--- src/rtl/fifo_pkg.sv ---
// Shared helpers for the parametrised FIFO: pointer/count width
// derivation and parameter legality checks used at elaboration.
package fifo_pkg;

  function automatic int ptr_w(input int depth);
    return (depth < 2) ? 1 : $clog2(depth);
  endfunction

  function automatic int cnt_w(input int depth);
    return ptr_w(depth) + 1;
  endfunction

  function automatic bit is_pow2(input int n);
    return (n >= 2) && ((n & (n - 1)) == 0);
  endfunction

  function automatic bit af_ok(input int depth, input int af);
    return (af >= 1) && (af <= depth);
  endfunction

  function automatic bit ae_ok(input int depth, input int ae);
    return (ae >= 0) && (ae <= depth - 1);
  endfunction

  typedef struct packed {
    logic empty;
    logic full;
    logic almost_empty;
    logic almost_full;
  } fifo_flags_t;

endpackage

--- src/rtl/fifo_mem.sv ---
// WIDTH x DEPTH register array: one synchronous write port and one
// registered read port (rdata holds unless re; cleared by rst_n).
module fifo_mem
  import fifo_pkg::*;
#(
  parameter int WIDTH = 4,
  parameter int DEPTH = 8
) (
  input  logic                     clk,
  input  logic                     rst_n,
  input  logic                     we,
  input  logic [ptr_w(DEPTH)-1:0]  waddr,
  input  logic [WIDTH-1:0]         wdata,
  input  logic                     re,
  input  logic [ptr_w(DEPTH)-1:0]  raddr,
  output logic [WIDTH-1:0]         rdata
);

  logic [WIDTH-1:0] mem_q [DEPTH];
  logic [WIDTH-1:0] rdata_q;

  // Storage is deliberately not reset.
  always_ff @(posedge clk) begin
    if (we) begin
      mem_q[waddr] <= wdata;
    end
  end

  // Same-edge write to raddr returns the old word.
  always_ff @(posedge clk or negedge rst_n) begin
    if (!rst_n) begin
      rdata_q <= '0;
    end else if (re) begin
      rdata_q <= mem_q[raddr];
    end
  end

  assign rdata = rdata_q;

endmodule

--- src/rtl/fifo_param.sv ---
// Parametrised synchronous FIFO with count, almost flags, error
// pulses and flush. Ports: clk/clr_n, flush, din/write, read/dout,
// empty/full/almost_*, count, overflow/underflow.
module fifo_param
  import fifo_pkg::*;
#(
  parameter int WIDTH    = 4,
  parameter int DEPTH    = 8,
  parameter int AF_LEVEL = 6,
  parameter int AE_LEVEL = 2
) (
  input  logic                    clk,
  input  logic                    clr_n,
  input  logic                    flush,
  input  logic [WIDTH-1:0]        din,
  input  logic                    write,
  input  logic                    read,
  output logic [WIDTH-1:0]        dout,
  output logic                    empty,
  output logic                    full,
  output logic                    almost_empty,
  output logic                    almost_full,
  output logic [$clog2(DEPTH):0]  count,
  output logic                    overflow,
  output logic                    underflow
);

  localparam int PTR_W = ptr_w(DEPTH);
  localparam int CNT_W = cnt_w(DEPTH);

  localparam logic [CNT_W-1:0] DEPTH_C = CNT_W'(DEPTH);
  localparam logic [CNT_W-1:0] AF_C    = CNT_W'(AF_LEVEL);
  localparam logic [CNT_W-1:0] AE_C    = CNT_W'(AE_LEVEL);

  if (!is_pow2(DEPTH)) begin : g_bad_depth
    $error("fifo_param: DEPTH must be a power of two >= 2");
  end
  if (!af_ok(DEPTH, AF_LEVEL)) begin : g_bad_af
    $error("fifo_param: AF_LEVEL out of range 1..DEPTH");
  end
  if (!ae_ok(DEPTH, AE_LEVEL)) begin : g_bad_ae
    $error("fifo_param: AE_LEVEL out of range 0..DEPTH-1");
  end

  logic [PTR_W-1:0] wr_ptr_q, wr_ptr_d;
  logic [PTR_W-1:0] rd_ptr_q, rd_ptr_d;
  logic [CNT_W-1:0] count_q, count_d;
  logic             ovf_q, ovf_d;
  logic             udf_q, udf_d;
  logic             wr_ok, rd_ok;
  fifo_flags_t      flags;

  always_comb begin
    flags              = '0;
    flags.empty        = (count_q == '0);
    flags.full         = (count_q == DEPTH_C);
    flags.almost_empty = (count_q <= AE_C);
    flags.almost_full  = (count_q >= AF_C);
  end

  // A read on a full FIFO frees a slot in the same edge; a write on
  // an empty FIFO never satisfies a same-cycle read.
  assign wr_ok = write & (~flags.full | read) & ~flush;
  assign rd_ok = read & ~flags.empty & ~flush;

  always_comb begin
    wr_ptr_d = wr_ptr_q;
    rd_ptr_d = rd_ptr_q;
    count_d  = count_q;
    if (flush) begin
      wr_ptr_d = '0;
      rd_ptr_d = '0;
      count_d  = '0;
    end else begin
      if (wr_ok) wr_ptr_d = wr_ptr_q + PTR_W'(1);
      if (rd_ok) rd_ptr_d = rd_ptr_q + PTR_W'(1);
      unique case (1'b1)
        (wr_ok & ~rd_ok): count_d = count_q + CNT_W'(1);
        (rd_ok & ~wr_ok): count_d = count_q - CNT_W'(1);
        default:          count_d = count_q;
      endcase
    end
  end

  always_comb begin
    ovf_d = write & flags.full & ~read & ~flush;
    udf_d = read & flags.empty & ~flush;
  end

  always_ff @(posedge clk or negedge clr_n) begin
    if (!clr_n) begin
      wr_ptr_q <= '0;
      rd_ptr_q <= '0;
      count_q  <= '0;
      ovf_q    <= 1'b0;
      udf_q    <= 1'b0;
    end else begin
      wr_ptr_q <= wr_ptr_d;
      rd_ptr_q <= rd_ptr_d;
      count_q  <= count_d;
      ovf_q    <= ovf_d;
      udf_q    <= udf_d;
    end
  end

  fifo_mem #(
    .WIDTH (WIDTH),
    .DEPTH (DEPTH)
  ) u_mem (
    .clk   (clk),
    .rst_n (clr_n),
    .we    (wr_ok),
    .waddr (wr_ptr_q),
    .wdata (din),
    .re    (rd_ok),
    .raddr (rd_ptr_q),
    .rdata (dout)
  );

  assign empty        = flags.empty;
  assign full         = flags.full;
  assign almost_empty = flags.almost_empty;
  assign almost_full  = flags.almost_full;
  assign count        = count_q;
  assign overflow     = ovf_q;
  assign underflow    = udf_q;

endmodule

--- config.mk ---
export PLATFORM = sky130hd
export DESIGN_NAME = fifo_param
export DESIGN_NICKNAME = d
export VERILOG_FILES = /design/src/rtl/fifo_pkg.sv /design/src/rtl/fifo_mem.sv /design/src/rtl/fifo_param.sv
export SDC_FILE = /design/constraint.sdc
export NUM_CORES = 1
export LEC_CHECK = 0
export ABC_AREA = 0
export CORE_MARGIN = 4
export CORE_UTILIZATION = 40
export DETAILED_ROUTE_END_ITERATION = 10
export SLEW_MARGIN = 10
export SYNTH_ARGS = -nofsm -noshare
export SYNTH_HDL_FRONTEND = slang
export SYNTH_SLANG_ARGS = --single-unit
export TNS_END_PERCENT = 50
--- constraint.sdc ---
create_clock -name clk -period 3.2 [get_ports clk]
set_clock_uncertainty 0.2 [all_clocks]
set_input_delay 0.64 -clock clk [delete_from_list [all_inputs] [get_ports clk]]
set_output_delay 0.64 -clock clk [all_outputs]
set_load 0.05 [all_outputs]
-- After elaboration in Yosys (flattened, before gate mapping)
Memory sizes are Yosys's and may differ from the RTL's. A register that Yosys moved wholly into a read port is not among the register bits.
Index checks and enable logic that the tools add are counted.
- bits in registers: 12
- latch bits: 0
- RAM bits: 32
- bits in read-only memories: 0
- output and inout port bits: 14
- word-level logic and storage cells: 44
- memories kept: 1
- memory list (memory ; words ; width ; read ports ; clocked after Yosys merged registers in ; write ports ; line ; text):
    u_mem.mem_q ; 8 ; 4 ; 1 ; 1 ; 1 ; fifo_mem.sv:19 ; logic [WIDTH-1:0] mem_q [DEPTH];
- add/subtract/negate cells: 4
- multiply operators: 0
- divide/modulo/power cells: 0
- $lt $le $gt $ge: 2
- equal/unequal tests: 1
- shift-type cells: 0
- muxes and demuxes: 8
- bitwise logic cells: 18
- reductions and logical operators: 5
- operators with widths (kind ; count):
    3-bit 2-to-1 mux ; 4
    1-bit AND ; 11
    4-bit one-hot mux with 2 select lines ; 1
    3-bit by 1-bit adder with 3-bit output (second input constant) ; 2
    1-bit inverter ; 6
    4-bit by 1-bit adder with 4-bit output (second input constant) ; 1
    4-bit == test (second input constant) ; 1
    4-bit by 3-bit greater-or-equal comparator with 1-bit output (second input constant) ; 1
    4-bit by 2-bit <= comparator with 1-bit output (second input constant) ; 1
    4-bit logical NOT ; 1
    4-bit 2-to-1 mux ; 1
    2-bit nonzero test ; 2
    4-bit by 1-bit subtractor with 4-bit output (second input constant) ; 1
    3-bit nonzero test ; 1
    1-bit 2-to-1 mux ; 2
    1-bit logical NOT ; 1
    1-bit OR ; 1

-- Longest topological paths before layout
Gate-level depths: netlist of the first run.
- depth in word-level cells: 9
- depth in mapped cells: 8

-- Hierarchy
From an unflattened synthesis of the first run, not the netlist that was laid out.
- cells, all modules: 163
- area, all modules: 2234.6 um^2
- modules (own cells, without submodules) (module ; instances ; cells an instance ; area each (um^2) ; sequential area each (um^2)):
    fifo_mem ; 1 ; 87 ; 1456.4 ; 1061.0
    fifo_param ; 1 ; 76 ; 778.2 ; 300.3

-- Least setup slack after synthesis of the first run
Ideal clock, no wire load.
- path kind: flip-flop to flip-flop
- start: register count_q[0], in the netlist count[0]
- end: register count_q[3], in the netlist count[3]
- arrival time: 2666 ps
- setup slack: 198 ps
- cell stages (with the launch flop): 9
- buffers on the path: 1
- clock period less this slack: 3002 ps
- cell sequence: dfrtp_1 > buf_4 > o41ai_2 > nor3_1 > ha_1 > o21ai_0 > or4b_2 > a21oi_1 > nor3b_1
- longest elaborated chain between the ends: 9
- ends and longest elaborated chain (what ; line ; text):
    start, declared ; fifo_param.sv:47 ; logic [CNT_W-1:0] count_q, count_d;
    start signal, assigned ; fifo_param.sv:100 ; count_q <= count_d;
    4-bit == test ; fifo_param.sv:56 ; flags.full = (count_q == DEPTH_C);
    1-bit inverter ; fifo_param.sv:63 ; assign wr_ok = write & (~flags.full | read) & ~flush;
    1-bit OR ; fifo_param.sv:63 ;
    1-bit AND (2 in series) ; fifo_param.sv:63 ;
    1-bit inverter ; fifo_param.sv:79 ; (rd_ok & ~wr_ok): count_d = count_q - CNT_W'(1);
    1-bit AND ; fifo_param.sv:79 ;
    4-bit one-hot mux with 2 select lines ; fifo_param.sv:77 ; unique case (1'b1)
    4-bit 2-to-1 mux ; fifo_param.sv:70 ; if (flush) begin
Several ways; a longest one is shown, not always the timed one.
A chain may end at the register's enable or synchronous reset.

-- Worst setup path after layout of the first run
- start: register count_q[1], in the netlist count[1]
- end: output almost_full
- longest elaborated chain between the ends: 1
- ends and longest elaborated chain (what ; line ; text):
    4-bit by 3-bit greater-or-equal comparator with 1-bit output ; fifo_param.sv:58 ; flags.almost_full = (count_q >= AF_C);
    end, declared ; fifo_param.sv:22 ; output logic almost_full,
No other way between the ends.

==> results of run 1 <==
## per-layer routing
metal,wire (um),GRT usage,up-vias
li1,-,-,615
met1,1845,0.1755,629
met2,1844,0.2036,24
met3,184,0.03104,7
met4,52,0.04561,0
met5,0,0,-
## critical path, cell delays in order, from the launching register on
cell	delay, ns
dfrtp_1	0.58
inv_1	0.14
o21ai_0	0.19
clkdlybuf4s50_1	0.84
## how the worst min path moves through the flow
stage / from / to / slack (ns) / cells past startpoint
finish: u_mem.rdata[0] / u_mem.rdata[0] / 0.28 / 2
global route: u_mem.rdata[3] / u_mem.rdata[3] / 0.31 / 2
CTS: u_mem.rdata[0] / u_mem.rdata[0] / 0.29 / 2
detailed placement: u_mem.rdata[0] / u_mem.rdata[0] / 0.27 / 2
global placement: u_mem.rdata[0] / u_mem.rdata[0] / 0.26 / 2
floorplan: clr_n / count[0] / 0.14 / 0
## Yosys cell counts
library cell,instances,area [um^2]
a211oi_1,2,15.01
a21oi_1,3,15.01
a311o_1,1,10.01
a31o_2,1,8.760
and3_1,1,6.260
and3_4,1,11.26
buf_4,1,7.510
buf_6,2,22.52
clkbuf_1,6,22.52
dfrtp_1,16,400.4
edfxtp_1,32,960.9
ha_1,4,50.05
inv_1,7,26.28
mux2_4,1,15.01
mux2i_1,5,50.05
mux4_2,8,180.2
nand2_1,7,26.28
nand2b_1,2,12.51
nand3_1,4,20.02
nand4_1,1,6.260
nor2_1,14,52.55
nor3_1,4,20.02
nor3b_1,1,7.510
o2111ai_1,1,8.760
o211ai_1,3,22.52
o21ai_0,9,45.04
o31ai_1,1,7.510
o41ai_2,1,16.27
or3_1,1,6.260
or3_4,1,11.26
or4_2,1,8.760
or4b_2,1,10.01
or4b_4,1,13.76
xnor2_1,1,8.760
xor2_1,4,35.03
## area by class of cell
| type | count | share of cell area |
|---|---|---|
| clock buffers | 5 | 0.02719 |
| clock inverters | 3 | 0.007415 |
| inverters | 7 | 0.01038 |
| multi-input cells | 85 | 0.2768 |
| flip-flops and latches | 48 | 0.5378 |
| well taps | 70 | 0.03460 |
| repair buffers | 29 | 0.1058 |
## kinds of logic after synthesis
| kind of cell | count (synthesis) |
|---|---|
| buf+inv | 16 |
| mux | 14 |
| fa+ha+maj | 4 |
| compound gates | 22 |
| xor+xnor | 5 |
| simple gates | 40 |
| flops | 48 |
## power by group through the flow
stage | Clock [mW] | Combinational [mW] | Sequential [mW]
after floorplan | 0 | 0.356 | 0.906
after global placement | 0 | 0.617 | 0.821
after detailed placement | 0 | 0.630 | 0.826
after CTS | 0.355 | 0.631 | 0.813
after global routing | 0.384 | 0.664 | 0.827
final | 0.342 | 0.623 | 0.811
## registers in the layout, summed over array words and instances, names as in the netlist
name and cells:
overflow 1, u_mem.rdata 4, u_mem.mem_q 32, count 4, underflow 1, rd_ptr_q 3, wr_ptr_q 3
## metrics by stage
step | cell area [um^2] | cells | hold WS, ns | util | setup slack (ns)
floorplan | 2141 | 149 | 0.1444 | - | 0.1985
global placement | 2444 | 239 | 0.2598 | 0.4754 | 0.2315
detailed placement | 2444 | 239 | 0.2699 | 0.4754 | 0.1096
CTS | 2531 | 247 | 0.2904 | 0.4925 | 0.3190
global route | 2531 | 247 | 0.3096 | 0.4925 | 0.2408
finish | 2531 | 247 | 0.2801 | 0.4925 | 0.3139
==> results by group, run 1 <==
Run status
  • Run status: completed

Clocking
  • Clk sink count: 48
  • Root buf cell: clkbuf_8
  • Worst skew pair latency: 0.29 ns
  • Cts hold-fix bufs: 0
  • Post-CTS Setup Bufs: 0
  • Clock buffer depth: 2
  • Total CTS buffers: 5
  • H-tree lvl count: 2
  • Clock transition at the registers of the reported paths: 0.09 ns
  • Post-cts resize count: 0
  • CTS tree: done

Timing
  • Setup violations, final: 0
  • Final worst path period share: 0.9019
  • Max Freq: 346.5 MHz
  • Slew Viols, Final: 0
  • Slew @ Worst Pin: 0.7459 ns
  • Setup_tns: 0 ns
  • Relative slew slack: 0.5012
  • Hold Fails Final Rpt: 0
  • Minimum clock period: 2.886 ns
  • Unrepaired setup endpoints after global routing: no

Synthesis
  • Post-synthesis sequential area ratio: 0.6359
  • Largest family of logic cells by synthesized area: multiplexers
  • Synth Area in Adders: 0.02338
  • Number of distinct library cells after synthesis: 35
  • Yosys warns: 0
  • Syn_nets: 162
  • Compound-Gate Fraction of Synth Area: 0.06955
  • Synth Area in Simple Gates: 0.09936
  • Syn Inst Count: 149
  • Syn avg cell area: 14.37 um^2
  • Number of synthesized register bits: 48
  • Synth Area in XOR/XNOR: 0.02046
  • Multiplexer share of the synthesized area: 0.1146
  • Synth Cell Area: 2141 um^2

Floorplan
  • Core Area: 5140 um^2
  • IO Pins: 23
  • DIE AREA: 6586 um^2
  • Row Count: 26
  • Die height: 81.16 um
  • Initial Utilization: 0.4165
  • Die extent in x: 81.16 um

Critical path
  • CP startpoint kind: register
  • Critical path arrival: 2.05 ns
  • Worst reg-to-reg setup slack: 0.50 ns
  • Worst reg2reg path depth: 7
  • CP Capture Type: output port
  • Worst Setup SP: count[1]
  • Req. time, crit path: 2.36 ns
  • Critical Path End: almost_full
  • R2r startpoint: count[1]
  • Reg-to-Reg End: count[3]
  • WS Path Type: reg2out
  • CP Max Fanout: 11

Pwr
  • Net Switching: 0.6507 mW
  • Sw Ratio: 0.3663
  • Comb power frac: 0.351
  • Static Leak: 0.9221 nW
  • Tot Pwr: 1.776 mW
  • Peak VDD IR: 325.6 uV
  • Int Power: 1.126 mW
  • Register share of total power: 0.457
  • Power per cell area: 701.8 nW/um^2
  • Clk pwr share: 0.193

Cells and area
  • Most frequent cells in the layout: edfxtp_1 (32), clkdlybuf4s50_1 (20), dfrtp_1 (16)
  • Layout net count: 189
  • Ant. Diodes: 0
  • Layout cell share with drive strength beyond 1: 0.1808
  • Storage cell area: 1361 um^2
  • Fillers: 473
  • Area of the multi-input gates: 700.7 um^2
  • Area growth, synth to finish: 18.24%
  • Commonest non-fill, non-tap cell in the layout: edfxtp_1

Routing
  • 1st-iter DRT viols: 159
  • Antenna Violating Nets Remaining: 0
  • Per-cell routed wire length: 15.89 um
  • Drt drc: 0
  • Via count: 1275
  • Vias/cell: 5.162
  • Total Wirelength: 3926 um
  • Drt first pass iters: 4

Placement
  • GP Congestion: 0.9448
  • Buffers on Ports: 22
  • Dpl hpwl: 2923 um

Min path
  • HP Class: reg2reg

Global routing
  • Global route total overflow: 0
  • First-pass GRT wire length: 6341 um
  • Vias in the first global route: 1292
  • Initial antenna violation count: 0
  • Gr usage total: 0.1294
  • Largest net degree at the start of global routing: 17

Job
  • Max cap viols: 0
Note: power is estimated with default switching activity, not from simulation.
==> run 2: changes to the inputs <==
--- a/config.mk
+++ b/config.mk
@@ -12,5 +12,6 @@
 export SLEW_MARGIN = 10
 export SYNTH_ARGS = -nofsm -noshare
 export SYNTH_HDL_FRONTEND = slang
+export SYNTH_HIERARCHICAL = 1
 export SYNTH_SLANG_ARGS = --single-unit
 export TNS_END_PERCENT = 50
==> results by group, run 2 <==
Run status
  • Run status: completed

Timing
  • WHS: 0.3802 ns
  • Slew Viols, Final: 0
  • Minimum clock period: 2.955 ns
  • Relative slew slack: 0.3802
  • Setup_tns: 0 ns
  • Max Freq: 338.4 MHz
  • Final worst path period share: 0.9235
  • Unrepaired setup endpoints after global routing: no
  • Final WS setup: 0.2448 ns
  • Setup violations, final: 0
  • Slew @ Worst Pin: 0.9297 ns
  • Hold Fails Final Rpt: 0

Cells and area
  • Commonest non-fill, non-tap cell in the layout: edfxtp_1
  • Util after Layout: 0.5085
  • Max reg flops: 32
  • Fillers: 471
  • Top reg by flops: u_mem/mem_q
  • Ant. Diodes: 0
  • Layout net count: 212
  • Area growth, synth to finish: 19.93%
  • Post-route cell area: 2680 um^2
  • Most frequent cells in the layout: edfxtp_1 (32), clkdlybuf4s50_1 (21), mux2i_1 (18)
  • Layout cell share with drive strength beyond 1: 0.1256

Synthesis
  • Top-count cell post-synth: edfxtp_1
  • Yosys warns: 6
  • Synth Area in Adders: 0.03135
  • Number of distinct library cells after synthesis: 39
  • Area leader, netlist: edfxtp_1
  • Post-synthesis sequential area ratio: 0.6092
  • Synth Area in XOR/XNOR: 0.01960
  • Synth top area share: 0.4300
  • Syn avg cell area: 13.71 um^2
  • Synth Cell Area: 2235 um^2
  • Number of synthesized register bits: 48
  • Syn_nets: 177
  • Synth cell count leaders: edfxtp_1 (32), mux2i_1 (18), dfrtp_1 (16), nor2_1 (16), a22oi_1 (8)
  • Main synth FF type: edfxtp_1
  • Synth Area in Simple Gates: 0.1204
  • EDFF count, synth: 32
  • Compound-Gate Fraction of Synth Area: 0.1013
  • Syn Inst Count: 163
  • Share of flip-flops with an asynchronous set or reset: 0.3333
  • Multiplexer share of the synthesized area: 0.09406
  • Top cells by area, synth: edfxtp_1 (43%), dfrtp_1 (18%), mux2i_1 (8.1%), a22oi_1 (2.7%), nor2_1 (2.7%)
  • Largest family of logic cells by synthesized area: simple AND/OR/NAND/NOR gates

Floorplan
  • Initial Utilization: 0.4240
  • DIE AREA: 6847 um^2
  • Row Count: 26
  • IO Pins: 23
  • Die height: 82.75 um
  • Core Area: 5270 um^2
  • Die extent in x: 82.75 um

Routing
  • Antenna Violating Nets Remaining: 0
  • Total Wirelength: 4249 um
  • 1st-iter DRT viols: 78
  • Vias/cell: 5.138
  • Via count: 1382
  • Per-cell routed wire length: 15.80 um
  • Drt drc: 0
  • Drt first pass iters: 4

Job
  • Max cap viols: 0

Global routing
  • Initial antenna violation count: 0
  • Gr usage total: 0.1413
  • First-pass GRT wire length: 7065 um
  • Global route total overflow: 0
  • Largest net degree at the start of global routing: 19
  • Vias in the first global route: 1409

Placement
  • Buffers on Ports: 22
  • Dpl hpwl: 3076 um
  • Post-place setup slack: 0.09973 ns
  • GP Congestion: 0.8445
  • DP Area: 2569 um^2

Critical path
  • R2r startpoint: count[2]
  • Worst reg-to-reg setup slack: 0.24 ns
  • Reg-to-Reg End: count[3]
  • Req. time, crit path: 3.23 ns
  • CP Capture Type: register
  • CP startpoint kind: register
  • Worst Setup SP: count[2]
  • Critical path arrival: 2.98 ns
  • Worst reg2reg path depth: 9
  • Largest stage delay, worst path: 0.61 ns
  • WS Path Type: reg2reg
  • Crit path cell chain: or4_4 > nand2_1 > nor2_1 > and2_1 > ha_1 > a21o_1 > a2111oi_0 > o21ai_0 > a21oi_1
  • CP Max Fanout: 8
  • Worst path buffer plus inverter count: 0
  • Largest delay share family, worst path: simple AND/OR/NAND/NOR gates
  • Slowest-stage cell, CP: or4_4

Pwr
  • Power per cell area: 798.6 nW/um^2
  • Static Leak: 1.020 nW
  • Peak VDD IR: 299.9 uV

Clocking
  • Clk sink count: 48
  • Total CTS buffers: 5
  • Post-cts resize count: 0
  • H-tree lvl count: 2
  • Cts hold-fix bufs: 0
  • Root buf cell: clkbuf_8
  • Clock buffer depth: 2
  • CTS tree: done
  • Worst skew pair latency: 0.30 ns
  • Post-CTS Setup Bufs: 0
  • Clock transition at the registers of the reported paths: 0.09 ns

Min path
  • HP Class: reg2reg
  • Worst hold path startpoint: wr_ptr_q[2]
  • Hold path cells: 2
  • Hold Path Sink: wr_ptr_q[2]
==> run 2: cell count changes in the layout (fill, tap and decap cells not counted), sizes merged, moves of 3 or more <==
| cell | change |
|---|---|
| a21o | +3 |
| a22oi | +9 |
| a31o | +3 |
| and2 | +3 |
| inv | -5 |
| mux2i | +13 |
| mux4 | -8 |
| nand2 | -3 |
| nand2b | +4 |
| nor2b | +7 |
| o21ai | -6 |
==> run 2: cell families (layout without fill, tap and decap cells) <==
kind of cell             after synthesis  count (layout)
AO/OA/AOI/OAI                         28              28
AND/OR/NAND/NOR                       51              51
XOR/XNOR                               5               5
buffers and inverters                  6              42
flip-flops                            48              48
multiplexers                          20              20
adder cells (fa/ha/maj)                5               5
==> run 2: routing by layer <==
metal	wire length, um	GRT usage
met4	68	0.04902
met5	0	0
met3	155	0.04013
met1	2023	0.1942
met2	2001	0.2139
==> run 2: final cells by class <==
type / instances / area, um^2 / share of cell area
Sequential cell: 48 / 1361 / 0.5079
Multi-Input combinational cell: 109 / 819.5 / 0.3058
Timing Repair Buffer: 32 / 292.8 / 0.1092
Tap cell: 70 / 87.58 / 0.03268
Clock buffer: 5 / 68.82 / 0.02568
Clock inverter: 3 / 42.54 / 0.01587
Inverter: 2 / 7.507 / 0.002801
==> run 2: through the flow <==
stage | std cells | total power, mW
after global placement | 261 | 1.719
final | 269 | 2.140
after CTS | 269 | 2.158
after floorplan | 163 | 1.497
after detailed placement | 261 | 1.727
after global routing | 269 | 2.263
==> run 2: where the power goes <==
| part | internal, mW | leakage [nW] | switching (mW) |
|---|---|---|---|
| clock | 0.231 | 0.0558 | 0.194 |
| sequential | 0.724 | 0.502 | 0.0912 |
| combinational | 0.370 | 0.462 | 0.529 |
==> run 2: worst max-delay path by stage <==
stage / to / slack, ns / cells past startpoint
floorplan: count[3] / 0.1 / 10
global placement: count[3] / 0.25 / 9
detailed placement: count[3] / 0.1 / 9
CTS: count[3] / 0.26 / 9
global route: count[3] / 0.03 / 9
finish: count[3] / 0.24 / 9
==> run 2: worst reg2reg max path, cell delays in order, from the launching register on <==
cell and delay [ns]:
dfrtp_1 0.48, or4_4 0.61, nand2_1 0.16, nor2_1 0.07, and2_1 0.18, ha_1 0.30
a21o_1 0.18, a2111oi_0 0.42, o21ai_0 0.16, a21oi_1 0.14
